File: config.mk
export PLATFORM = sky130hd
export DESIGN_NAME = mem_stage
export DESIGN_NICKNAME = d
export VERILOG_FILES = /design/src/rtl/mem_stage_pkg.sv /design/src/rtl/mem_stage_ext.sv /design/src/rtl/mem_stage.sv
export SDC_FILE = /design/constraint.sdc
export NUM_CORES = 1
export LEC_CHECK = 0
export ABC_AREA = 1
export CAP_MARGIN = 30
export CORE_AREA = 2 2 178 180
export CTS_BUF_LIST = sky130_fd_sc_hd__clkbuf_4
export DETAILED_ROUTE_END_ITERATION = 10
export DIE_AREA = 0 0 180 182
export DONT_BUFFER_PORTS = 1
export REMOVE_ABC_BUFFERS = 1
export SLEW_MARGIN = 20
export SYNTH_ARGS = -nofsm -noshare
export SYNTH_HDL_FRONTEND = slang
export SYNTH_SLANG_ARGS = --single-unit
File: constraint.sdc
create_clock -name clk -period 4.25 [get_ports clk]
set_clock_uncertainty 0.2 [all_clocks]
set_input_delay 0.6375 -clock clk [delete_from_list [all_inputs] [get_ports clk]]
set_output_delay 0.6375 -clock clk [all_outputs]
set_load 0.02 [all_outputs]
File: src/rtl/mem_stage_pkg.sv
// mem_stage_pkg
//  Shared definitions for the memory stage: the address map, the exception
//  codes, the MIPS opcode/funct values the stage decodes, the small
//  enumerations used internally, and a window-membership helper.
//  This file has no ports.
package mem_stage_pkg;

    // Address map
    localparam logic [31:0] MEM_DM_END     = 32'h0000_3000;
    localparam logic [31:0] MEM_TMR0_BASE  = 32'h0000_7F00;
    localparam logic [31:0] MEM_TMR1_BASE  = 32'h0000_7F10;
    localparam logic [31:0] MEM_IG_BASE    = 32'h0000_7F20;
    localparam logic [31:0] MEM_HANDLER_PC = 32'h0000_4180;
    localparam logic [31:0] TMR_WIN_SIZE   = 32'd12;
    localparam logic [31:0] IG_WIN_SIZE    = 32'd4;
    localparam logic [31:0] TMR_CNT_OFS    = 32'd8;

    // Exception codes
    localparam logic [4:0] EXC_NONE = 5'd0;
    localparam logic [4:0] EXC_ADEL = 5'd4;
    localparam logic [4:0] EXC_ADES = 5'd5;

    // Opcodes
    localparam logic [5:0] OP_SPECIAL = 6'h00;
    localparam logic [5:0] OP_JAL     = 6'h03;
    localparam logic [5:0] OP_LUI     = 6'h0F;
    localparam logic [5:0] OP_LB      = 6'h20;
    localparam logic [5:0] OP_LH      = 6'h21;
    localparam logic [5:0] OP_LW      = 6'h23;
    localparam logic [5:0] OP_LBU     = 6'h24;
    localparam logic [5:0] OP_LHU     = 6'h25;
    localparam logic [5:0] OP_SB      = 6'h28;
    localparam logic [5:0] OP_SH      = 6'h29;
    localparam logic [5:0] OP_SW      = 6'h2B;

    // SPECIAL funct values that do not take the ALU result
    localparam logic [5:0] FN_JALR = 6'h09;
    localparam logic [5:0] FN_MFHI = 6'h10;
    localparam logic [5:0] FN_MFLO = 6'h12;

    typedef enum logic [2:0] {
        LD_NONE = 3'd0,
        LD_W    = 3'd1,
        LD_H    = 3'd2,
        LD_HU   = 3'd3,
        LD_B    = 3'd4,
        LD_BU   = 3'd5
    } ld_type_e;

    typedef enum logic [1:0] {
        ST_NONE = 2'd0,
        ST_W    = 2'd1,
        ST_H    = 2'd2,
        ST_B    = 2'd3
    } st_type_e;

    typedef enum logic [1:0] {
        WB_ALU  = 2'd0,
        WB_MLU  = 2'd1,
        WB_EVAL = 2'd2,
        WB_LOAD = 2'd3
    } wb_src_e;

    // True when addr lies in [base, base+size). Windows sit far below 2^32,
    // so base+size cannot wrap.
    function automatic logic in_window(input logic [31:0] addr,
                                       input logic [31:0] base,
                                       input logic [31:0] size);
        return (addr >= base) && (addr < (base + size));
    endfunction

endpackage

File: src/rtl/mem_stage_ext.sv
// mem_ext
//  Combinational load extension. Selects the byte/half lane addressed by
//  the low address bits and sign- or zero-extends it to 32 bits.
//  Ports:
//   addr_lo_i   in  2   low address bits (lane select)
//   ld_type_i   in  3   load type (ld_type_e encoding), LD_NONE -> 0
//   rdata_i     in  32  raw bus read data
//   load_res_o  out 32  extended load value
module mem_ext
    import mem_stage_pkg::*;
(
    input  logic [1:0]  addr_lo_i,
    input  logic [2:0]  ld_type_i,
    input  logic [31:0] rdata_i,
    output logic [31:0] load_res_o
);

    logic [15:0] half_sel;
    logic [7:0]  byte_sel;

    always_comb begin
        half_sel = addr_lo_i[1] ? rdata_i[31:16] : rdata_i[15:0];

        case (addr_lo_i)
            2'd0:    byte_sel = rdata_i[7:0];
            2'd1:    byte_sel = rdata_i[15:8];
            2'd2:    byte_sel = rdata_i[23:16];
            default: byte_sel = rdata_i[31:24];
        endcase

        case (ld_type_i)
            LD_W:    load_res_o = rdata_i;
            LD_H:    load_res_o = {{16{half_sel[15]}}, half_sel};
            LD_HU:   load_res_o = {16'h0000, half_sel};
            LD_B:    load_res_o = {{24{byte_sel[7]}}, byte_sel};
            LD_BU:   load_res_o = {24'h00_0000, byte_sel};
            default: load_res_o = 32'h0000_0000;
        endcase
    end

endmodule

File: src/rtl/mem_stage.sv
// mem_stage
//  Memory stage of the 5-stage MIPS pipeline. Holds the E/M pipeline
//  register, drives the data bus (address, lane-aligned write data, byte
//  enables), detects AdEL/AdES and merges them with the upstream exception
//  code, extends load data, and supplies the M-stage forwarding value and
//  Tnew to hazard control.
//  Ports:
//   clk, reset   clock (rising edge), synchronous active-high reset
//   req          CP0 flush request; turns the latched slot into a bubble
//   E_*          fields of the instruction leaving Execute
//   m_rdata      combinational bus read data
//   M_PC, M_ins  registered PC / instruction
//   m_addr       bus address (registered ALU result)
//   m_wdata      lane-aligned store data
//   m_byteen     byte write enables, zero on any exception or flush
//   load_res     extended load data
//   fwd_val      forwarding value (0 for loads)
//   regw_adr     registered destination register
//   T            Tnew in M
//   exc_code     final exception code
//   bd           registered branch-delay flag
module mem_stage
    import mem_stage_pkg::*;
#(
    parameter logic [31:0] DM_END     = MEM_DM_END,
    parameter logic [31:0] TMR0_BASE  = MEM_TMR0_BASE,
    parameter logic [31:0] TMR1_BASE  = MEM_TMR1_BASE,
    parameter logic [31:0] IG_BASE    = MEM_IG_BASE,
    parameter logic [31:0] HANDLER_PC = MEM_HANDLER_PC
)
(
    input  logic        clk,
    input  logic        reset,
    input  logic        req,
    input  logic [31:0] E_PC,
    input  logic [31:0] E_ins,
    input  logic [31:0] E_alu_res,
    input  logic [31:0] E_mlu_res,
    input  logic [31:0] E_reg_rt,
    input  logic [31:0] E_reg_write,
    input  logic [4:0]  E_regw_adr,
    input  logic [4:0]  E_T,
    input  logic [4:0]  E_exc,
    input  logic        E_bd,
    input  logic [31:0] m_rdata,
    output logic [31:0] M_PC,
    output logic [31:0] M_ins,
    output logic [31:0] m_addr,
    output logic [31:0] m_wdata,
    output logic [3:0]  m_byteen,
    output logic [31:0] load_res,
    output logic [31:0] fwd_val,
    output logic [4:0]  regw_adr,
    output logic [4:0]  T,
    output logic [4:0]  exc_code,
    output logic        bd
);

    logic [31:0] pc_q, ins_q, alu_q, mlu_q, rt_q, rw_q;
    logic [4:0]  adr_q, t_q, exc_q;
    logic        bd_q;
    logic [4:0]  t_d;

    // Tnew counts down by one per stage and saturates at zero.
    always_comb begin
        t_d = (E_T != 5'd0) ? (E_T - 5'd1) : 5'd0;
    end

    // A flush produces the same bubble as reset, except that its PC points
    // at the handler so CP0 sees a sensible EPC source.
    always_ff @(posedge clk) begin
        if (reset) begin
            pc_q  <= 32'h0;
            ins_q <= 32'h0;
            alu_q <= 32'h0;
            mlu_q <= 32'h0;
            rt_q  <= 32'h0;
            rw_q  <= 32'h0;
            adr_q <= 5'd0;
            t_q   <= 5'd0;
            exc_q <= EXC_NONE;
            bd_q  <= 1'b0;
        end else if (req) begin
            pc_q  <= HANDLER_PC;
            ins_q <= 32'h0;
            alu_q <= 32'h0;
            mlu_q <= 32'h0;
            rt_q  <= 32'h0;
            rw_q  <= 32'h0;
            adr_q <= 5'd0;
            t_q   <= 5'd0;
            exc_q <= EXC_NONE;
            bd_q  <= 1'b0;
        end else begin
            pc_q  <= E_PC;
            ins_q <= E_ins;
            alu_q <= E_alu_res;
            mlu_q <= E_mlu_res;
            rt_q  <= E_reg_rt;
            rw_q  <= E_reg_write;
            adr_q <= E_regw_adr;
            t_q   <= t_d;
            exc_q <= E_exc;
            bd_q  <= E_bd;
        end
    end

    // Decode
    logic [5:0] opcode, funct;
    ld_type_e   ld_type;
    st_type_e   st_type;
    wb_src_e    wb_src;

    always_comb begin
        opcode  = ins_q[31:26];
        funct   = ins_q[5:0];
        ld_type = LD_NONE;
        st_type = ST_NONE;
        wb_src  = WB_ALU;
        case (opcode)
            OP_LW:  begin ld_type = LD_W;  wb_src = WB_LOAD; end
            OP_LH:  begin ld_type = LD_H;  wb_src = WB_LOAD; end
            OP_LHU: begin ld_type = LD_HU; wb_src = WB_LOAD; end
            OP_LB:  begin ld_type = LD_B;  wb_src = WB_LOAD; end
            OP_LBU: begin ld_type = LD_BU; wb_src = WB_LOAD; end
            OP_SW:  st_type = ST_W;
            OP_SH:  st_type = ST_H;
            OP_SB:  st_type = ST_B;
            OP_JAL, OP_LUI: wb_src = WB_EVAL;
            OP_SPECIAL: begin
                if (funct == FN_MFHI || funct == FN_MFLO) begin
                    wb_src = WB_MLU;
                end else if (funct == FN_JALR) begin
                    wb_src = WB_EVAL;
                end
            end
            default: wb_src = WB_ALU;
        endcase
    end

    // Address exception check. The rules are listed in priority order, but
    // every rule maps to the same code for a given access direction, so a
    // plain OR of the conditions gives the same result.
    logic is_load, is_store, is_word, is_half, is_sub;
    logic in_tmr, in_ig, in_dm;
    logic misal, sub_tmr, unmapped, st_cnt;
    logic [4:0] det_code;

    always_comb begin
        is_load  = (ld_type != LD_NONE);
        is_store = (st_type != ST_NONE);
        is_word  = (ld_type == LD_W) || (st_type == ST_W);
        is_half  = (ld_type == LD_H) || (ld_type == LD_HU) || (st_type == ST_H);
        is_sub   = (is_load || is_store) && !is_word;

        in_tmr = in_window(alu_q, TMR0_BASE, TMR_WIN_SIZE)
              || in_window(alu_q, TMR1_BASE, TMR_WIN_SIZE);
        in_ig  = in_window(alu_q, IG_BASE, IG_WIN_SIZE);
        in_dm  = (alu_q < DM_END);

        misal    = (is_word && (alu_q[1:0] != 2'b00)) || (is_half && alu_q[0]);
        sub_tmr  = is_sub && in_tmr;
        unmapped = !(in_dm || in_tmr || in_ig);
        st_cnt   = is_store && ((alu_q == (TMR0_BASE + TMR_CNT_OFS))
                             || (alu_q == (TMR1_BASE + TMR_CNT_OFS)));

        det_code = EXC_NONE;
        if ((exc_q == EXC_NONE) && (is_load || is_store)
            && (misal || sub_tmr || unmapped || st_cnt)) begin
            det_code = is_load ? EXC_ADEL : EXC_ADES;
        end

        // Earlier stages take precedence over anything detected here.
        exc_code = (exc_q != EXC_NONE) ? exc_q : det_code;
    end

    // Store lanes. Byte enables are suppressed on any exception and on a
    // flush in the same cycle; reset alone leaves the bus to its owner.
    always_comb begin
        m_byteen = 4'b0000;
        m_wdata  = 32'h0;
        case (st_type)
            ST_W: begin
                m_byteen = 4'b1111;
                m_wdata  = rt_q;
            end
            ST_H: begin
                m_byteen = 4'b0011 << {alu_q[1], 1'b0};
                m_wdata  = {16'h0000, rt_q[15:0]} << {alu_q[1], 4'b0000};
            end
            ST_B: begin
                m_byteen = 4'b0001 << alu_q[1:0];
                m_wdata  = {24'h00_0000, rt_q[7:0]} << {alu_q[1:0], 3'b000};
            end
            default: begin
                m_byteen = 4'b0000;
                m_wdata  = 32'h0;
            end
        endcase
        if ((exc_code != EXC_NONE) || req) begin
            m_byteen = 4'b0000;
        end
    end

    mem_ext u_mem_ext (
        .addr_lo_i  (alu_q[1:0]),
        .ld_type_i  (ld_type),
        .rdata_i    (m_rdata),
        .load_res_o (load_res)
    );

    // Load data is not ready for forwarding in M; Tnew stays nonzero so
    // hazard control stalls instead of consuming this zero.
    always_comb begin
        case (wb_src)
            WB_MLU:  fwd_val = mlu_q;
            WB_EVAL: fwd_val = rw_q;
            WB_LOAD: fwd_val = 32'h0;
            default: fwd_val = alu_q;
        endcase
    end

    assign M_PC     = pc_q;
    assign M_ins    = ins_q;
    assign m_addr   = alu_q;
    assign regw_adr = adr_q;
    assign T        = t_q;
    assign bd       = bd_q;

endmodule

Word-level counts from Yosys, hierarchy flattened
Index checks and enable logic that the tools add are counted.
{"block": "word_totals", "register_bits": 208, "memories": 0, "latchBits": 0, "ram_bits": 0, "rom_bits": 0, "out_inout_bits": 212}
{"block": "classes", "muxes": 16, "multipliers": 0, "div": 0, "add_sub_neg": 1, "n_eq_ne": 28, "shift": 4, "n_reduce_logical": 39, "n_bitwise": 1, "order_cmp": 7}
{"op": "case mux 32 bit (3 select lines)", "n": 2}
{"op": "case mux 32 bit (5 select lines)", "n": 1}
{"op": "greater-or-equal comparator 32 x 15 -> 1 bit (second input constant)", "n": 3}
{"op": "less-than comparator 32 x 15 -> 1 bit (second input constant)", "n": 3}
{"op": "equality test 32 x 15 -> 1 bit (second input constant)", "n": 2}
{"op": "equality test 6 bit (second input constant)", "n": 8}
{"op": "less-than comparator 32 x 14 -> 1 bit (second input constant)", "n": 1}
{"op": "left shift 16 x 5 -> 32 bit", "n": 1}
{"op": "left shift 8 x 5 -> 32 bit", "n": 1}
{"op": "case mux 8 bit (3 select lines)", "n": 1}
{"op": "2-to-1 mux 16 bit", "n": 1}
{"op": "2-to-1 mux 15 bit", "n": 1}
{"op": "case mux 3 bit (5 select lines)", "n": 1}
{"op": "nonzero test 5 bit", "n": 3}
{"op": "logical OR 1 bit", "n": 14}
{"op": "equality test 6 x 4 -> 1 bit (second input constant)", "n": 2}
{"op": "equality test 6 x 5 -> 1 bit (second input constant)", "n": 2}
{"op": "case mux 2 bit (3 select lines)", "n": 2}
{"op": "case mux 4 bit (3 select lines)", "n": 1}
{"op": "equality test 2 bit (second input constant)", "n": 5}
{"op": "logical AND 1 bit", "n": 10}
{"op": "equality test 2 x 1 -> 1 bit (second input constant)", "n": 3}
{"op": "equality test 3 x 2 -> 1 bit (second input constant)", "n": 2}
{"op": "equality test 3 bit (second input constant)", "n": 2}
{"op": "20 further kinds", "n": 24}

Longest topological paths before layout
Gate-level depths: netlist of the first run.
{"block": "depth", "depth_word": 16, "depth_mapped": 14, "ltp_nobuf": 14}

By module
Synthesis of the first run repeated with hierarchy kept, for this count alone.
{"block": "hier_totals", "cells_unflattened": 1166, "hier_area_um2": 8369.3}
{"module": "mem_stage", "area_per_inst_um2": 7392.1, "cells_per_inst": 978, "seq_area_each_um2": 4164.0, "n_inst": 1}
{"module": "mem_ext", "area_per_inst_um2": 977.2, "cells_per_inst": 188, "seq_area_each_um2": 0.0, "n_inst": 1}

Worst setup path before layout of the first run
Ideal clock, no wire load.
{"block": "synth_path", "path_kind": "reg-to-output", "startpoint": "register ins_q[30] (netlist: M_ins[30])", "endpoint": "output port m_byteen[0]", "stages_incl_launch_ff": 15, "t_arrival_ns": 2.107, "path_slack_ns": 1.305, "path_buffers": 0, "path_cell_list": "dfxtp_1 inv_1 nand2_1 inv_2 nand3_1 ha_1 nor2_1 nand3_1 nand2_1 nand3b_1 inv_2 a21oi_2 nand3_2 nand2_4 nor3_2"}
{"block": "synth_between", "elab_chain_cells": 16, "word_cells_on_any_way": 41, "cone_classes": "eq/ne (14); mux (7); reduce/logical (20)"}
{"item": "start: declaration", "line": "mem_stage.sv:59", "rtl": "logic [31:0] pc_q, ins_q, alu_q, mlu_q, rt_q, rw_q;"}
{"item": "start signal: assignment", "line": "mem_stage.sv:96", "rtl": "ins_q <= E_ins;"}
{"item": "equality test 6 bit", "line": "mem_stage.sv:120", "rtl": "case (opcode)"}
{"item": "case mux 3 bit (5 select lines) or case mux 2 bit (3 select lines) (tied branches)", "line": "mem_stage.sv:120"}
{"item": "equality test 3 x 2 -> 1 bit, or another cell as far along", "line": "mem_stage.sv:153", "rtl": "is_half = (ld_type == LD_H) || (ld_type == LD_HU) || (st_type == ST_H);"}
{"item": "logical OR 1 bit (on tied branches)", "line": "mem_stage.sv:153, mem_stage.sv:152"}
{"item": "logical OR 1 bit or logical NOT 1 bit (tied branches)", "line": "mem_stage.sv:153, mem_stage.sv:154"}
{"item": "logical AND 1 bit (on tied branches)", "line": "mem_stage.sv:161, mem_stage.sv:154"}
{"item": "logical OR 1 bit or logical AND 1 bit (tied branches)", "line": "mem_stage.sv:161, mem_stage.sv:162"}
{"item": "logical OR 1 bit (3 in series)", "line": "mem_stage.sv:169", "rtl": "&& (misal || sub_tmr || unmapped || st_cnt)) begin"}
{"item": "logical AND 1 bit", "line": "mem_stage.sv:169"}
{"item": "2-to-1 mux 3 bit (*)", "line": "mem_stage.sv:168", "rtl": "if ((exc_q == EXC_NONE) && (is_load || is_store)"}
{"item": "2-to-1 mux 5 bit (*)", "line": "mem_stage.sv:174", "rtl": "exc_code = (exc_q != EXC_NONE) ? exc_q : det_code;"}
{"item": "net exc_code[0]", "line": "mem_stage.sv:55", "rtl": "output logic [4:0] exc_code,"}
{"item": "nonzero test 5 bit (*)", "line": "mem_stage.sv:200", "rtl": "if ((exc_code != EXC_NONE) || req) begin"}
{"item": "logical OR 1 bit (*)", "line": "mem_stage.sv:200"}
{"item": "2-to-1 mux 4 bit (*)", "line": "mem_stage.sv:200"}
{"item": "end: declaration", "line": "mem_stage.sv:50", "rtl": "output logic [3:0] m_byteen,"}
Mark *: on every way through the listed nets, which the timed path passes. The rest lies on a longest branch.

Worst setup path in the final report of the first run
{"block": "layout_path", "startpoint": "register ins_q[27] (netlist: M_ins[27])", "endpoint": "output port m_byteen[1]"}
{"block": "layout_between", "elab_chain_cells": 16, "word_cells_on_any_way": 41, "cone_classes": "eq/ne (14); mux (7); reduce/logical (20)"}
{"item": "equality test 6 bit", "line": "mem_stage.sv:120"}
{"item": "case mux 3 bit (5 select lines) or case mux 2 bit (3 select lines) (tied branches)", "line": "mem_stage.sv:120"}
{"item": "equality test 3 x 2 -> 1 bit, or another cell as far along", "line": "mem_stage.sv:153"}
{"item": "logical OR 1 bit (on tied branches)", "line": "mem_stage.sv:153, mem_stage.sv:152"}
{"item": "logical OR 1 bit or logical NOT 1 bit (tied branches)", "line": "mem_stage.sv:153, mem_stage.sv:154"}
{"item": "logical AND 1 bit (on tied branches)", "line": "mem_stage.sv:161, mem_stage.sv:154"}
{"item": "logical OR 1 bit or logical AND 1 bit (tied branches)", "line": "mem_stage.sv:161, mem_stage.sv:162"}
{"item": "logical OR 1 bit (3 in series)", "line": "mem_stage.sv:169"}
{"item": "logical AND 1 bit", "line": "mem_stage.sv:169"}
{"item": "2-to-1 mux 3 bit", "line": "mem_stage.sv:168"}
{"item": "2-to-1 mux 5 bit", "line": "mem_stage.sv:174"}
{"item": "nonzero test 5 bit", "line": "mem_stage.sv:200"}
{"item": "logical OR 1 bit", "line": "mem_stage.sv:200"}
{"item": "2-to-1 mux 4 bit (*)", "line": "mem_stage.sv:200"}
Mark *: on every way between the ends. The rest lies on a longest branch, timed or not.

==> results.md, run 1 <==
- 251 MHz — maximum achievable frequency
- 1 — initial antenna violation count
- 27.3% — starting utilization of the core area
- 49.3% — sequential element share of the synthesized area
- 4.35 mW — Total Power Consumption
- no — setup repair after global routing missed its margin
- 528 — DRT iter0 DRCs
- 1662 — layout net count
- 3.10 mm — met3 routed WL
- 42.2% — Max-Slew Margin vs Limit
- dfxtp_1 — dominant synthesized flop cell
- 8860 sq um — post-placement cell area
- 56 — TritonCTS buffer count
- 5 — maximum net fanout on the critical path
- 3 — maximum buffer depth of the clock tree
- 3.98 ns — final critical delay including setup and external delays
- 3.15 ns — arrival time of the worst setup path
- done — clock tree from TritonCTS
- 0 — count of buffers inserted at the top-level ports
- 0 — final hold violations
- 0 — number of remaining DRC errors
- 455 — total I/O pin count
- 39.1% — growth of design area from synthesis to finish
- 268 x inv_1, 262 x nor2_1, 217 x dlygate4sd3_1, 207 x dfxtp_1, 130 x nand2_1 — commonest cells after routing, fill and taps aside
- 17.1 um — routed length per placed instance
- 114 — maximum number of pins on one net before global-route repair
- 0 — number of flops mapped to enable cells by yosys
- 32800 sq um — area of the die
- output pin — crit path capture type
- 31.7 mm — detailed-route wire length
- 93.7% — share of the clock period used by the worst path
- 10.0% — fraction of layout cells with a size suffix above 1
- 4.66 — vias per cell
- 11700 sq um — post-route standard cell area excluding fillers
- 31000 sq um — core box area
- 8645 — routed via count
- 2 — Max H-tree Level
- 15.8 mm — Routed met2 length
- 0 ns — total negative setup slack
- 7.17 sq um — mean post-synth cell area
- 1178 — cell count after synthesis
- 3047 — number of fill cells in the layout
- 20.7 mm — half-perimeter wire length after detailed placement
- 47.4 mm — global-route wire length before repair
- 3 — number of cells traversed by the worst hold path
- 1857 — non-filler cells, final
- 208 — Synth Register Bits
- 0 — number of warnings reported in the yosys synthesis log
- 40 — distinct cell type count of the synthesized netlist
- 3030 sq um — area of the multi-input gates
- 3.41 ns — Worst EP required
- inv_1 — most common cell after layout, fill and taps aside
- 1543 — cell count after placement
- 5 — TritonRoute pass-1 iters
- 5.71 nW — leak pwr
- 8883 — via count of the first global-routing pass
- flip-flop to output pin — crit path kind
- 4170 sq um — area of all sequential standard cells
- 0 — max-cap violations
- 8450 sq um — combined area of all synthesized cells
- 65 — Core Rows
- 180 um — Die W
- 18.4% — all-layer global routing usage
- 370 nW/um^2 — ratio of total power to cell area
- flip-flop — nature of the critical path startpoint
- input port to flip-flop — worst min path class
- 11.1 mm — Post-Route M1 WL
- 0 — post-route antenna net violation count
- 0.06 ns — clock slew at reported path FFs
- 0.893 — final weighted congestion of routability-driven global placement
- 0% — proportion of register bits with asynchronous set or reset after synthesis
- 182 um — Die H
- 208 — number of clock sinks seen by CTS
- 199 uV — worst ir drop on vdd
- 0.863 ns — Worst Tran Pin Value
- 0 — max-slew violation count
- finished, final reports clean — outcome
- met4 — DR top layer
- 0 — endpoints failing setup
- clkbuf_4 — CTS root buf
- 0 — total gr overflow
per-stage QoR:
step           hold WS, ns  utilization, %  setup slack (ns)
2_1_floorplan        0.510               -             0.206
3_3_place_gp         0.514            28.6             0.893
3_5_place_dp         0.517            28.6             0.873
4_1_cts              0.213            37.8            0.0164
5_1_grt              0.265            37.9           0.00428
6_report             0.365            37.9             0.267
path summary, 6_finish.rpt:
kind,slack (ns),endpoint,start
setup / recovery,0.27,m_byteen[1],M_ins[27]
hold / removal,0.36,m_addr[20],E_alu_res[20]
synth_stat cells (2+ instances only):
library cell	n	area, sq um
nor3_2	5	50.1
o21ai_2	4	35.0
ha_1	3	37.5
buf_4	2	15.0
a21oi_2	3	26.3
nor2_2	2	12.5
inv_2	11	41.3
nor2_1	262	983
inv_1	269	1010
nand2_1	130	488
o211ai_1	8	60.1
nand3_1	69	345
nor2_4	4	45.0
dfxtp_1	208	4160
o21ai_1	2	10.0
a21oi_1	32	160
nand2_2	5	31.3
o21ai_0	40	200
nand3_2	4	40.0
clkbuf_1	34	128
nand4_1	28	175
buf_1	3	11.3
o221ai_1	13	114
o22ai_1	8	50.1
nor3_1	2	10.0
buf_2	13	65.1
layer usage:
metal  global-route usage [%]  up-vias
li1                         -     4064
met1                     18.2     3919
met2                     32.1      545
met3                     6.68      117
met4                     12.8        0
met5                        0        -
power by group:
part | switching, mW | total (mW) | leakage, nW | internal (mW)
Sequential | 0.101 | 2.13 | 1.71 | 2.03
Combinational | 0.271 | 0.485 | 3.59 | 0.214
Clock | 0.849 | 1.73 | 0.404 | 0.882
repair_timing:
item / in CTS / in global routing
hold buffers: 217 / 0
hold endpoints to repair: 208 / 0
resized for setup: 0 / 13
endpoints found under the setup margin: 0 / 41
setup buffers: 0 / 0
area by class of cell:
cell class,count,share of cell area (%)
clock inverter,21,1.01
inverter,280,8.99
antenna,1,0.0213
multi-input combinational,637,25.8
sequential,208,35.5
clock buffer,75,4.79
timing repair buffer,233,19.6
tap,402,4.28
flip-flops by register name, summed over array words and instances (netlist names):
register,flops
mlu_q,32
rt_q,32
M_ins,32
regw_adr,5
rw_q,32
M_PC,32
T,5
bd,1
exc_q,5
m_addr,32
worst max-delay path, stage by stage (launching register included):
cell and delay, ns:
dfxtp_1 0.56, inv_1 0.13, nand2_1 0.10, nor3_2 0.07
inv_1 0.07, ha_1 0.17, nor2_1 0.05, nand3_1 0.09
nand2_1 0.13, nand3b_1 0.24, inv_2 0.09, a21oi_2 0.06
nand2_2 0.08, nand3_2 0.21, nor3_4 0.41
cells by family after synthesis:
family,synth area share [%]
flops,49.3
fa+ha+maj,0.444
simple gates,26.5
compound gates,8.50
xor+xnor,0.104
buf+inv,15.2
(Power assumes the default switching activity.)
==> inputs of run 2 (changes only) <==
CTS_CLUSTER_DIAMETER = 60   (was unset)
clock period = 5 ns   (was 4.25 ns; I/O delays follow)
==> run 2 against run 1 <==
Worst hold slack got worse by 0.26 ns. Global-route usage down 0.23 points. Sequential cell count unchanged. Critical path type unchanged. Die area stayed put. Via count shrank 1.8%. First-iteration DRC count is 19% lower. Count of clock-buffer cells in the layout up 3. Setup slack gained 0.064 ns. Sequential power down 15%. Wire length decreased by 1.1%. Highest routed layer unchanged. Power fell by 13%.
==> results.md, run 2 (same netlist as run 1, synthesis figures left out) <==
- 93.4% — share of the clock period used by the worst path
- 4.67 ns — final critical delay including setup and external delays
- inv_1 — most common cell after layout, fill and taps aside
- 57 — TritonCTS buffer count
- 1536 — cell count after placement
- 4.05 ns — Worst EP required
- 109 — maximum number of pins on one net before global-route repair
- simple AND/OR/NAND/NOR gates — critical path's top delay family
- 0 — endpoints failing setup
- 5.65 nW — leak pwr
- 455 — total I/O pin count
- 1648 — layout net count
- 27.3% — starting utilization of the core area
- 325 nW/um^2 — ratio of total power to cell area
- 182 um — Die H
- 8954 — via count of the first global-routing pass
- 180 um — Die W
- 268 x inv_1, 262 x nor2_1, 209 x dlygate4sd3_1, 208 x dfxtp_1, 130 x nand2_1 — commonest cells after routing, fill and taps aside
- clkbuf_4 — CTS root buf
- output pin — crit path capture type
- 0 ns — total negative setup slack
- inv_1 > nand2_1 > inv_2 > nand3_1 > ha_1 > nand2_2 > inv_2 > nand2_2 > nor2_4 > nand2_1 > nand3_1 — cells along the critical path
- 0 — max-slew violation count
- nor2_4 — Crit-path slowest cell
- 3 — Bufs and invs on worst path
- 214 MHz — maximum achievable frequency
- 0 — final hold violations
- 0 — Post-CTS Setup Inserts
- 8489 — routed via count
- 9.89% — fraction of layout cells with a size suffix above 1
- 0 — count of buffers inserted at the top-level ports
- input port to flip-flop — worst min path class
- 0.07 ns — clock slew at reported path FFs
- 21.0 mm — half-perimeter wire length after detailed placement
- 190 uV — worst ir drop on vdd
- 0 — number of remaining DRC errors
- 31.4 mm — detailed-route wire length
- 16.9 um — routed length per placed instance
- 31000 sq um — core box area
- 3 — maximum buffer depth of the clock tree
- 0 — post-route antenna net violation count
- 37.8% — growth of design area from synthesis to finish
- 65 — Core Rows
- done — clock tree from TritonCTS
- 0 — max-cap violations
- 32800 sq um — area of the die
- flip-flop to output pin — crit path kind
- finished, final reports clean — outcome
- 1850 — non-filler cells, final
- 5 — TritonRoute pass-1 iters
- 32 — maximum net fanout on the critical path
- 0.66 ns — biggest cell delay along the critical path
- 3.79 mW — Total Power Consumption
- 428 — DRT iter0 DRCs
- 18.2% — all-layer global routing usage
- 4.59 — vias per cell
- 2 — initial antenna violation count
- 39.0% — Max-Slew Margin vs Limit
- 47.6 mm — global-route wire length before repair
- 3.72 ns — arrival time of the worst setup path
- 0 — total gr overflow
- 2 — Max H-tree Level
- 208 — number of clock sinks seen by CTS
- 0.911 ns — Worst Tran Pin Value
- no — setup repair after global routing missed its margin
- 0.901 — final weighted congestion of routability-driven global placement
- flip-flop — nature of the critical path startpoint
## run 2: cell count changes in the layout (fill, tap and decap cells not counted), moves of 3 or more
cell,delta
dlygate4sd3_1,-8
clkinv_2,+4
o21ai_0,+6
clkbuf_4,+3
o21ai_1,-6
buf_4,-6
nor3_4,-4
nor3_2,+4
## run 2: area by class of cell
class / instances / area (sq um)
flip-flops and latches: 208 / 4160
multi-input cells: 637 / 3000
clock buffers: 78 / 586
repair buffers: 218 / 2170
diodes: 2 / 5.00
well taps: 402 / 503
clock inverters: 25 / 156
fillers: 3108 / 19300
inverters: 280 / 1060
## run 2: final timing paths
kind,start,cells after the start,end,slack [ns]
setup / recovery,M_ins[30],11,fwd_val[17],0.33
hold / removal,E_alu_res[1],2,m_addr[1],0.10
## run 2: power breakdown
part	internal (mW)	total [mW]	switching, mW
Clock	0.832	1.58	0.750
Combinational	0.175	0.397	0.222
Sequential	1.73	1.81	0.0859
Total	2.73	3.79	1.06
## run 2: metal layers
metal	global-route usage [%]	vias to the layer above	routed length, um
li1	-	4038	-
met1	19.3	3912	11700
met2	32.4	449	15700
met3	5.60	90	2680
met4	9.72	0	1290
met5	0	-	0
## run 2: per-stage QoR
| stage | setup slack, ns | hold WS (ns) | utilization (%) | area, sq um |
|---|---|---|---|---|
| after global routing | 0.0149 | 0.0127 | 37.6 | 11600 |
| after floorplan | 0.844 | 0.622 | - | 8220 |
| after global placement | 1.12 | 0.626 | 28.4 | 8800 |
| after detailed placement | 0.995 | 0.629 | 28.4 | 8800 |
| final | 0.331 | 0.103 | 37.6 | 11600 |
| after CTS | 0.198 | 0.000800 | 37.6 | 11600 |
## run 2: what timing repair did
item,4_1_cts,5_1_grt
resized for setup,0,0
endpoints found under the hold margin,205,0
hold buffers,209,0
